===== src/rtl/mem_arbiter.sv =====
// mem_arbiter: shares one single-port RAM between the instruction-fetch
// requester and the load/store requester. Each access runs
// IDLE -> ACCESS -> [WAIT] -> DONE and is never pre-empted.
// All outputs are registered.
// Build option: define MEM_ARB_RR_EN to replace the fixed data-over-fetch
// priority with round-robin arbitration.
module mem_arbiter #(
    parameter int unsigned ADDR_W = 12,
    parameter int unsigned DATA_W = 32,
    parameter int unsigned RD_LAT = 1    // legal 1..15
) (
    input  logic              iClk,
    input  logic              iRst_n,
    // instruction fetch requester
    input  logic              iFetchReq,
    input  logic [ADDR_W-1:0] iFetchAddr,
    output logic              oFetchGnt,
    output logic              oFetchValid,
    output logic [DATA_W-1:0] oFetchData,
    // load/store requester
    input  logic              iDataReq,
    input  logic              iDataWe,
    input  logic [ADDR_W-1:0] iDataAddr,
    input  logic [DATA_W-1:0] iDataWdata,
    output logic              oDataGnt,
    output logic              oDataValid,
    output logic [DATA_W-1:0] oDataRdata,
    // RAM side
    output logic [ADDR_W-1:0] oRamAddress,
    output logic              oRamEnable,
    output logic              oRamRW,
    output logic [DATA_W-1:0] oRamData,
    input  logic [DATA_W-1:0] iRamData,
    // status
    output logic              oBusy
);

    typedef enum logic [1:0] {
        StIdle,
        StAccess,
        StWait,
        StDone
    } state_e;

    // The counter is loaded on leaving ACCESS and reaches 0 in the last WAIT cycle.
    localparam logic [3:0] WaitInit = 4'(RD_LAT - 1);

    state_e              state_q;
    logic                sel_data_q;    // winner of the current transaction: 1 = data
    logic [3:0]          wait_cnt_q;

    logic                fetch_gnt_q;
    logic                fetch_valid_q;
    logic [DATA_W-1:0]   fetch_data_q;
    logic                data_gnt_q;
    logic                data_valid_q;
    logic [DATA_W-1:0]   data_rdata_q;
    logic [ADDR_W-1:0]   ram_addr_q;
    logic                ram_en_q;
    logic                ram_rw_q;
    logic [DATA_W-1:0]   ram_data_q;
    logic                busy_q;

    logic                any_req;
    logic                pick_data;

`ifdef MEM_ARB_RR_EN
    logic                last_data_q;   // last served: 0 = fetch, 1 = data
`endif

    // Arbitration decision, only consumed in IDLE.
    always_comb begin
        any_req = iFetchReq | iDataReq;
`ifdef MEM_ARB_RR_EN
        // On a tie the requester that was not served last wins.
        pick_data = iDataReq & (~iFetchReq | ~last_data_q);
`else
        pick_data = iDataReq;
`endif
    end

    // Access sequencer: state, wait counter and every registered output.
    always_ff @(posedge iClk) begin
        if (!iRst_n) begin
            state_q       <= StIdle;
            sel_data_q    <= 1'b0;
            wait_cnt_q    <= 4'd0;
            fetch_gnt_q   <= 1'b0;
            fetch_valid_q <= 1'b0;
            fetch_data_q  <= '0;
            data_gnt_q    <= 1'b0;
            data_valid_q  <= 1'b0;
            data_rdata_q  <= '0;
            ram_addr_q    <= '0;
            ram_en_q      <= 1'b0;
            ram_rw_q      <= 1'b0;
            ram_data_q    <= '0;
            busy_q        <= 1'b0;
        end else begin
            // Grants, strobe and valids are single-cycle pulses.
            fetch_gnt_q   <= 1'b0;
            data_gnt_q    <= 1'b0;
            ram_en_q      <= 1'b0;
            fetch_valid_q <= 1'b0;
            data_valid_q  <= 1'b0;

            unique case (state_q)
                StIdle: begin
                    if (any_req) begin
                        state_q    <= StAccess;
                        sel_data_q <= pick_data;
                        busy_q     <= 1'b1;
                        if (pick_data) begin
                            ram_addr_q <= iDataAddr;
                            ram_rw_q   <= iDataWe;
                            ram_data_q <= iDataWdata;
                            ram_en_q   <= iDataWe;
                            data_gnt_q <= 1'b1;
                        end else begin
                            // Fetches are always reads; write data is left as is.
                            ram_addr_q  <= iFetchAddr;
                            ram_rw_q    <= 1'b0;
                            fetch_gnt_q <= 1'b1;
                        end
                    end
                end

                StAccess: begin
                    if (ram_rw_q) begin
                        // Store is complete once the strobe has been presented.
                        state_q      <= StDone;
                        data_valid_q <= sel_data_q;
                        fetch_valid_q <= ~sel_data_q;
                    end else begin
                        state_q    <= StWait;
                        wait_cnt_q <= WaitInit;
                    end
                end

                StWait: begin
                    if (wait_cnt_q == 4'd0) begin
                        state_q <= StDone;
                        if (sel_data_q) begin
                            data_rdata_q <= iRamData;
                            data_valid_q <= 1'b1;
                        end else begin
                            fetch_data_q  <= iRamData;
                            fetch_valid_q <= 1'b1;
                        end
                    end else begin
                        wait_cnt_q <= wait_cnt_q - 4'd1;
                    end
                end

                StDone: begin
                    state_q <= StIdle;
                    busy_q  <= 1'b0;
                end

                default: begin
                    state_q <= StIdle;
                    busy_q  <= 1'b0;
                end
            endcase
        end
    end

`ifdef MEM_ARB_RR_EN
    // Last-served tracker, updated when a winner is chosen.
    always_ff @(posedge iClk) begin
        if (!iRst_n) begin
            last_data_q <= 1'b0;
        end else if (state_q == StIdle && any_req) begin
            last_data_q <= pick_data;
        end
    end
`endif

    assign oFetchGnt   = fetch_gnt_q;
    assign oFetchValid = fetch_valid_q;
    assign oFetchData  = fetch_data_q;
    assign oDataGnt    = data_gnt_q;
    assign oDataValid  = data_valid_q;
    assign oDataRdata  = data_rdata_q;
    assign oRamAddress = ram_addr_q;
    assign oRamEnable  = ram_en_q;
    assign oRamRW      = ram_rw_q;
    assign oRamData    = ram_data_q;
    assign oBusy       = busy_q;

endmodule


===== config.mk =====
export PLATFORM = sky130hd
export DESIGN_NAME = mem_arbiter
export DESIGN_NICKNAME = d
export VERILOG_FILES = /design/src/rtl/mem_arbiter.sv
export SDC_FILE = /design/constraint.sdc
export NUM_CORES = 1
export LEC_CHECK = 0
export CAP_MARGIN = 20
export CORE_MARGIN = 1.5
export CORE_UTILIZATION = 46
export DETAILED_ROUTE_END_ITERATION = 16
export GPL_TIMING_DRIVEN = 0
export PLACE_DENSITY = 0.83
export SKIP_CTS_REPAIR_TIMING = 1
export SYNTH_ARGS = -nofsm -noshare
export SYNTH_HDL_FRONTEND = slang
export SYNTH_SLANG_ARGS = --single-unit

===== constraint.sdc =====
create_clock -name iClk -period 2.5 [get_ports iClk]
set_input_delay 0.5 -clock iClk [delete_from_list [all_inputs] [get_ports iClk]]
set_output_delay 0.5 -clock iClk [all_outputs]
set_load 0.02 [all_outputs]

==> results of run 1 <==
-- cells in the mapped netlist (3+ instances only) --
cell type,instances
nand2_1,180
dfxtp_1,122
mux2i_1,78
a21boi_0,32
clkbuf_1,15
o211a_1,12
buf_2,10
ha_1,6
inv_1,5
nor2b_1,4
and2_1,3
buf_1,3
buf_12,3
buf_4,3
nand3b_1,3
o21ai_0,3
-- path summary, 6_finish.rpt --
path                                    start             to  cells after the start
worst max-delay path                   oRamRW         oRamRW                      1
worst min-delay path                 iDataReq       oDataGnt                      2
worst max register to register     state_q[0]   oRamData[12]                      6
worst min register to register  oDataRdata[2]  oDataRdata[2]                      2
-- layer usage --
metal	up-vias	wire, um	track usage [%]
met1	2090	5410	27.0
met2	149	6760	42.3
met3	27	829	7.61
li1	2151	-	-
met4	0	267	9.07
met5	-	0	0
-- stage by stage --
| stage | power (mW) | hold slack [ns] |
|---|---|---|
| finish | 7.24 | 0.396 |
| global route | 7.62 | 0.378 |
| CTS | 7.31 | 0.365 |
| detailed placement | 5.05 | 0.448 |
| global placement | 4.97 | 0.442 |
| floorplan | 3.99 | 0.443 |
-- registers in the layout (all words and copies together), names as in the netlist --
| name | cells |
|---|---|
| oDataGnt | 1 |
| oRamRW | 1 |
| oDataRdata | 32 |
| state_q | 2 |
| oBusy | 1 |
| oDataValid | 1 |
| wait_cnt_q | 4 |
| oFetchValid | 1 |
| oRamData | 32 |
| oRamAddress | 12 |
| oRamEnable | 1 |
| oFetchGnt | 1 |
| sel_data_q | 1 |
| oFetchData | 32 |
-- cell families (layout without fill, tap and decap cells) --
kind of cell | Yosys count | count (layout) | share of synthesized area (%)
AOI/OAI and AO/OA | 58 | 58 | 9.45
adders and majority gates | 6 | 6 | 1.55
buffers and inverters | 41 | 277 | 4.97
DFF | 122 | 122 | 50.3
muxes | 78 | 78 | 16.1
and+or+nand+nor | 205 | 205 | 17.7
-- layout make-up --
class                           count  area share (%)
Multi-Input combinational cell    347            28.5
Buffer                             36            2.92
Inverter                            5           0.246
Sequential cell                   122            32.0
Clock buffer                       21            5.76
Tap cell                          136            2.23
Timing Repair Buffer              206            27.0
Clock inverter                      9            1.31
-- power by group --
group	switching (mW)	total, mW	internal (mW)
logic	1.31	2.52	1.21
registers	0.199	2.50	2.30
clock network	0.804	2.22	1.42
==> results by stage, run 1 <==
Critical path:
- For this design, the slowest cell found on the critical path is clkdlybuf4s50_1.
- The required time of the critical path is 2.00 ns.
- Traced cell by cell, the critical path runs through clkdlybuf4s50_1.
- The flop-to-flop setup slack is 0.75 ns.
- The largest fanout on the critical path is 4.
- The capturing element type of the critical path is an output port.
- The kind of cell adding the most delay to the critical path is buffers and inverters.
- Together, buffers and inverters on the worst path number 1.
- The largest single stage delay on the critical path is about 0.65 ns.
- The worst setup path is launched from a flip-flop.
- The path type of the worst setup path is flip-flop to output port.
- STA puts the critical path data arrival time at 1.52 ns.

Final layout:
- The net count of the finished layout is 834.
- In the final layout, the multi-input gates occupy 0.00217 mm^2.
- Fill cells in the final layout number roughly 760.
- The number of non-filler instances in the completed layout is just under 900.
- For this run, the share of the core covered by cells in the final layout is 74.2%.
- The relative area change from synthesis to final layout is 57.0%.
- The leading cell type in the layout, fill and taps excluded is clkdlybuf4s50_1.
- The footprint of the flip-flops and latches is around 0.0024 mm^2.
- The number of antenna diodes in the final layout is 0.
- In the final layout, the share of cells above drive strength 1 is 6.84%.
- The post-route cell area is 0.00763 mm^2.
- The top cell types in the final layout, fill and taps aside, are clkdlybuf4s50_1, nand2_1, dfxtp_1, mux2i_1, a21boi_0.

CTS:
- TritonCTS built the clock tree.
- The number of buffers on the longest clock path is 2.
- The CTS clock-pin slew for the worst setup and hold paths is 0.05 ns.
- Clock tree synthesis found a total of approximately 120 sinks.
- Clock latency on the worst-skew pair, taken at its later pin, is 0.50 ns.
- The number of buffers inserted during clock tree synthesis is 17.
- The H-tree was split into 4 levels.
- The tree is rooted in a clkbuf_8.

Logic synthesis:
- The synthesis warning total is 0.
- The cell area that synthesis handed to floorplanning was 0.00486 mm^2.
- The cell count after synthesis is just over 500.
- Synthesis instantiated 38 different standard cells from the library.
- The share of the yosys chip area belonging to registers is 50.3%.
- Of all cell types, the one taking the most synthesized area is dfxtp_1.
- Yosys mapped a number of flops with a built-in enable equal to 0.
- Sorting the synthesized cells by area gives the leading types as dfxtp_1, mux2i_1, nand2_1, a21boi_0, o211a_1.
- The net count after synthesis is ~600.
- The area share of the leading cell type in the synthesized netlist is 50.3%.
- The predominant post-synthesis flop cell is dfxtp_1.
- After synthesis, the share of flip-flops with an asynchronous set or reset is 0%.
- The total of flip-flops plus latches after synthesis is 122.
- The synthesized area per cell is 9.53 um^2.

Routing:
- The DRC violation total after the first TritonRoute iteration is 133.
- The number of vias per cell is 5.01.
- The number of detailed-routing iterations run before antenna repair is 4.
- The detail route stage leaves a number of antenna-violating nets equal to 0.
- Detailed routing inserted a total of 4,417 vias.
- Dividing the detail-routed wire length by the instance count gives 15.0 um.
- The routed wire length is 13.3 mm.
- In the routed design, unresolved DRC markers number 0.

Place:
- Summed over all nets, the half-perimeter wirelength after detailed placement is 9.84 mm.
- The minimum setup slack after placement is 0.334 ns.
- The placed cell count is 852.
- In this run the cell area measured after placement is 0.00709 mm^2.
- Routability-driven placement finished with a final weighted congestion of between 0.8 and 0.9.
- The port buffer count is 206.

Timing:
- The slew at the pin closest to its max-slew limit is 0.536 ns.
- The post-route clock period utilization is just over 80%.
- The number of pins with negative max-slew slack in the final report came to 0.
- Adding up every negative setup slack in the final design gives 0 ns.
- For this run, the top clock speed supported by timing is 0.494 GHz.
- The headroom to the max-slew limit is 64.2%.
- Setup repair after global routing left no endpoint under its margin.
- The count of final hold-check violations was 0.
- The minimum setup slack in the final design is 0.477 ns.
- Between clock sinks in the finished design, the worst skew comes to 0.00713 ns.
- The post-route minimum period is between 2 and 2.5 ns.
- The final count of negative-setup-slack endpoints is 0.

Floorplanning:
- The floorplan step defined a core boundary enclosing 0.0103 mm^2.
- Once the floorplan was initialized, standard cells occupied between 40% and 50% of the core.
- The die covers 0.0112 mm^2.
- The floorplan step set the die width to about 110 um.
- During I/O placement, the number of pins put on the boundary was 208.
- In this run the core area contains 37 standard-cell rows.
- The vertical die dimension is 106 um.

Job:
- Max-cap violations in this run came to 0.

Power:
- IR analysis of the VDD net gives a maximum drop of between 0.5 and 0.6 mV.
- The leakage dissipation is 3.17 nW.
- For this design the ratio of total power to cell area is 949 mW/mm^2.

Outcome:
- The run finished with clean final reports.

Global routing:
- The first global-routing pass estimated around 21 mm of wire.
- The number of antenna violations at the first check in global routing is 0.
- The maximum number of pins on one net before global-route repair is 17.
- The global-route congestion overflow total is 0.
- The all-layer global routing usage is 24.0%.
- The number of global-route vias before repair is 4,593.

Hold path:
- The tightest min-delay check is of the primary input to flip-flop type.
(Power assumes the default switching activity.)
==> run 2, diff against run 1 <==
--- a/config.mk
+++ b/config.mk
@@ -7,10 +7,10 @@
 export LEC_CHECK = 0
 export CAP_MARGIN = 20
 export CORE_MARGIN = 1.5
-export CORE_UTILIZATION = 46
+export CORE_UTILIZATION = 42
 export DETAILED_ROUTE_END_ITERATION = 16
 export GPL_TIMING_DRIVEN = 0
-export PLACE_DENSITY = 0.83
+export PLACE_DENSITY = 0.77
 export SKIP_CTS_REPAIR_TIMING = 1
 export SYNTH_ARGS = -nofsm -noshare
 export SYNTH_HDL_FRONTEND = slang
==> constraint.sdc (replaced) <==
create_clock -name iClk -period 1.9 [get_ports iClk]
set_input_delay 0.38 -clock iClk [delete_from_list [all_inputs] [get_ports iClk]]
set_output_delay 0.38 -clock iClk [all_outputs]
set_load 0.02 [all_outputs]
==> results by stage, run 2 (synthesized netlist as in run 1, its figures left out) <==
Routing:
- The number of vias per cell is 4.86 (was 5.01).
- The mean routed wirelength per cell came to 14.8 um (was 15.0 um).
- The count of vias placed by the detailed router is 4,316 (was 4,417).
- The DRC violation total after the first TritonRoute iteration was 168 (was 133).
- The DRC violations left is 0 (unchanged).
- The routed wire length is 13.1 mm (was 13.3 mm).
- The number of detailed-routing iterations run before antenna repair is 4 (unchanged).
- The final antenna-violating net count is 0 (unchanged).

Global routing:
- The first-pass GRT wire length came to 21.5 mm (was 21.3 mm).
- The number of global-route vias before repair was 4,495 (was 4,593).
- The number of antenna violations at the first check in global routing came to 0 (unchanged).
- The global-route congestion overflow total is 0 (unchanged).
- The maximum number of pins on one net before global-route repair came to 17 (unchanged).
- The met3 track demand over resource in global routing was 5.82% (was 7.61%).
- The met1 usage is 24.7% (was 27.0%).
- The busiest metal layer after global routing is met2 (unchanged).
- The all-layer global routing usage came to 21.6% (was 24.0%).
- The global-route met2 utilization is 38.7% (was 42.3%).

Place:
- The port buffer count is 206 (unchanged).
- The weighted congestion at the end of routability-driven global placement is 0.824 (was 0.821).
- The HPWL after detailed placement is 9.93 mm (was 9.84 mm).
- The placed cell count is 859 (was 852).

Floorplanning:
- The placement row count came to 39 (was 37).
- The area enclosed by the die boundary was 0.0122 mm^2 (was 0.0112 mm^2).
- The width of the chip was 111 um (was 106 um).
- The top-level I/O count is 208 (unchanged).
- The starting density of the core is 42.7% (was 47.3%).
- The vertical die dimension is 111 um (was 106 um).
- The core region area is 0.0114 mm^2 (was 0.0103 mm^2).

Timing:
- Unrepaired setup endpoints after global routing: false (unchanged).
- The number of pins with negative max-slew slack in the final report is 0 (unchanged).
- The setup clock skew after layout was 0.00879 ns (was 0.00713 ns).
- The headroom to the max-slew limit was 61.2% (was 64.2%).
- The maximum clock rate is 0.556 GHz.
- The count of final hold-check violations was 0 (unchanged).
- The post-route minimum period is 1.80 ns.
- Dividing the final minimum period by the clock period gives between 90% and 100%.
- The final count of negative-setup-slack endpoints is 0 (unchanged).
- The slew at the pin closest to its max-slew limit is 0.581 ns (was 0.536 ns).

Critical path:
- CP cell instances: clkdlybuf4s50_1 (unchanged).
- The capturing element type of the critical path is an output port (unchanged).
- The number of buffers and inverters on the critical path is 1 (unchanged).
- The flop-to-flop setup slack is 0.14 ns (was 0.75 ns).
- The kind of launch point of the worst setup path is a flip-flop (unchanged).
- The delay of the slowest cell on the worst path was 0.64 ns (was 0.65 ns).
- The required time of the critical path came to 1.52 ns (was 2.00 ns).
- The path type of the worst setup path is flip-flop to output port (unchanged).
- The largest fanout on the critical path is 4 (unchanged).
- The signal arrival time at the worst endpoint is 1.42 ns (was 1.52 ns).
- The kind of cell adding the most delay to the critical path is buffers and inverters (unchanged).
- The critical-path cell with the highest stage delay was clkdlybuf4s50_1 (unchanged).

Final layout:
- The number of non-filler instances in the completed layout is 888 (was 882).
- The count of fill cells added during filler insertion is 922 (was 758).
- The relative area change from synthesis to final layout is 58.1% (was 57.0%).
- The final cell utilization of the core is 67.5% (was 74.2%).
- The antenna diode instance count is 0 (unchanged).
- The footprint of the flip-flops and latches came to 0.00244 mm^2 (unchanged).
- The leading cell type in the layout, fill and taps excluded is clkdlybuf4s50_1 (unchanged).
- Commonest non-fill, non-tap cells in the layout: clkdlybuf4s50_1, nand2_1, dfxtp_1, mux2i_1, a21boi_0 (unchanged).
- The net count of the finished layout is 834 (unchanged).
- The area of combinational cells with multiple inputs came to 0.00217 mm^2 (unchanged).
- The fraction of layout cells with a size suffix above 1 is 7.38% (was 6.84%).

CTS:
- The cell chosen for the clock root is clkbuf_16 (was clkbuf_8).
- The clock tree from TritonCTS is built (unchanged).
- The number of buffers on the longest clock path was 2 (unchanged).
- The number of buffers inserted during clock tree synthesis is 17 (unchanged).
- The count of H-tree levels built during CTS is 4 (unchanged).
- The CTS clock-pin slew for the worst setup and hold paths is 0.05 ns (about the same).
- The clock net sink count was 122 (unchanged).
- The latest clock arrival within the worst-skew pair came to 0.40 ns (was 0.50 ns).

Hold path:
- The class of the tightest hold or removal check is primary input to flip-flop (unchanged).

Power:
- The worst IR drop on VDD was 0.642 mV (was 0.513 mV).
- The power density over the cells is 1260 mW/mm^2 (was 949 mW/mm^2).
- The leakage dissipation is 3.20 nW (was 3.17 nW).

Outcome:
- Outcome: finished clean (unchanged).

Job:
- The max capacitance violation total is 0 (unchanged).
[run 2: path summary, 6_finish.rpt]
| check | start | end | depth (start not counted) |
|---|---|---|---|
| worst max-delay path | oRamRW | oRamRW | 1 |
| worst min-delay path | iDataReq | oDataGnt | 2 |
| worst max register to register | state_q[0] | oFetchData[15] | 8 |
| worst min register to register | oDataRdata[5] | oDataRdata[5] | 2 |
[run 2: where the power goes]
part           total [mW]  internal, mW  switching, mW  leakage, nW
Combinational        3.32          1.60           1.72         1.93
Clock                3.09          2.04           1.05        0.276
Sequential           3.28          3.02          0.260        0.994
[run 2: through the flow]
stage	power (mW)	hold WS, ns	TNS [ns]	cell area [um^2]	setup slack, ns
CTS	9.78	0.371	0	7680	0.0762
global route	10.2	0.395	0	7680	0.0320
detailed placement	6.66	0.449	-3.84	7100	-0.195
global placement	6.56	0.443	-2.34	7100	-0.119
floorplan	5.25	0.443	0	4860	0.296
finish	9.70	0.384	0	7680	0.101
[run 2: area by class of cell]
cell class | count | share of cell area [%]
multi-input cells | 347 | 28.3
inverters | 5 | 0.244
flip-flops and latches | 122 | 31.8
well taps | 143 | 2.33
clock buffers | 22 | 6.30
plain buffers | 36 | 2.95
clock inverters | 7 | 1.21
repair buffers | 206 | 26.8
[run 2: per-layer routing]
metal	up-vias	wire length, um
li1	2152	-
met1	2016	5650
met2	134	6630
met3	14	666
met4	0	195
met5	-	0
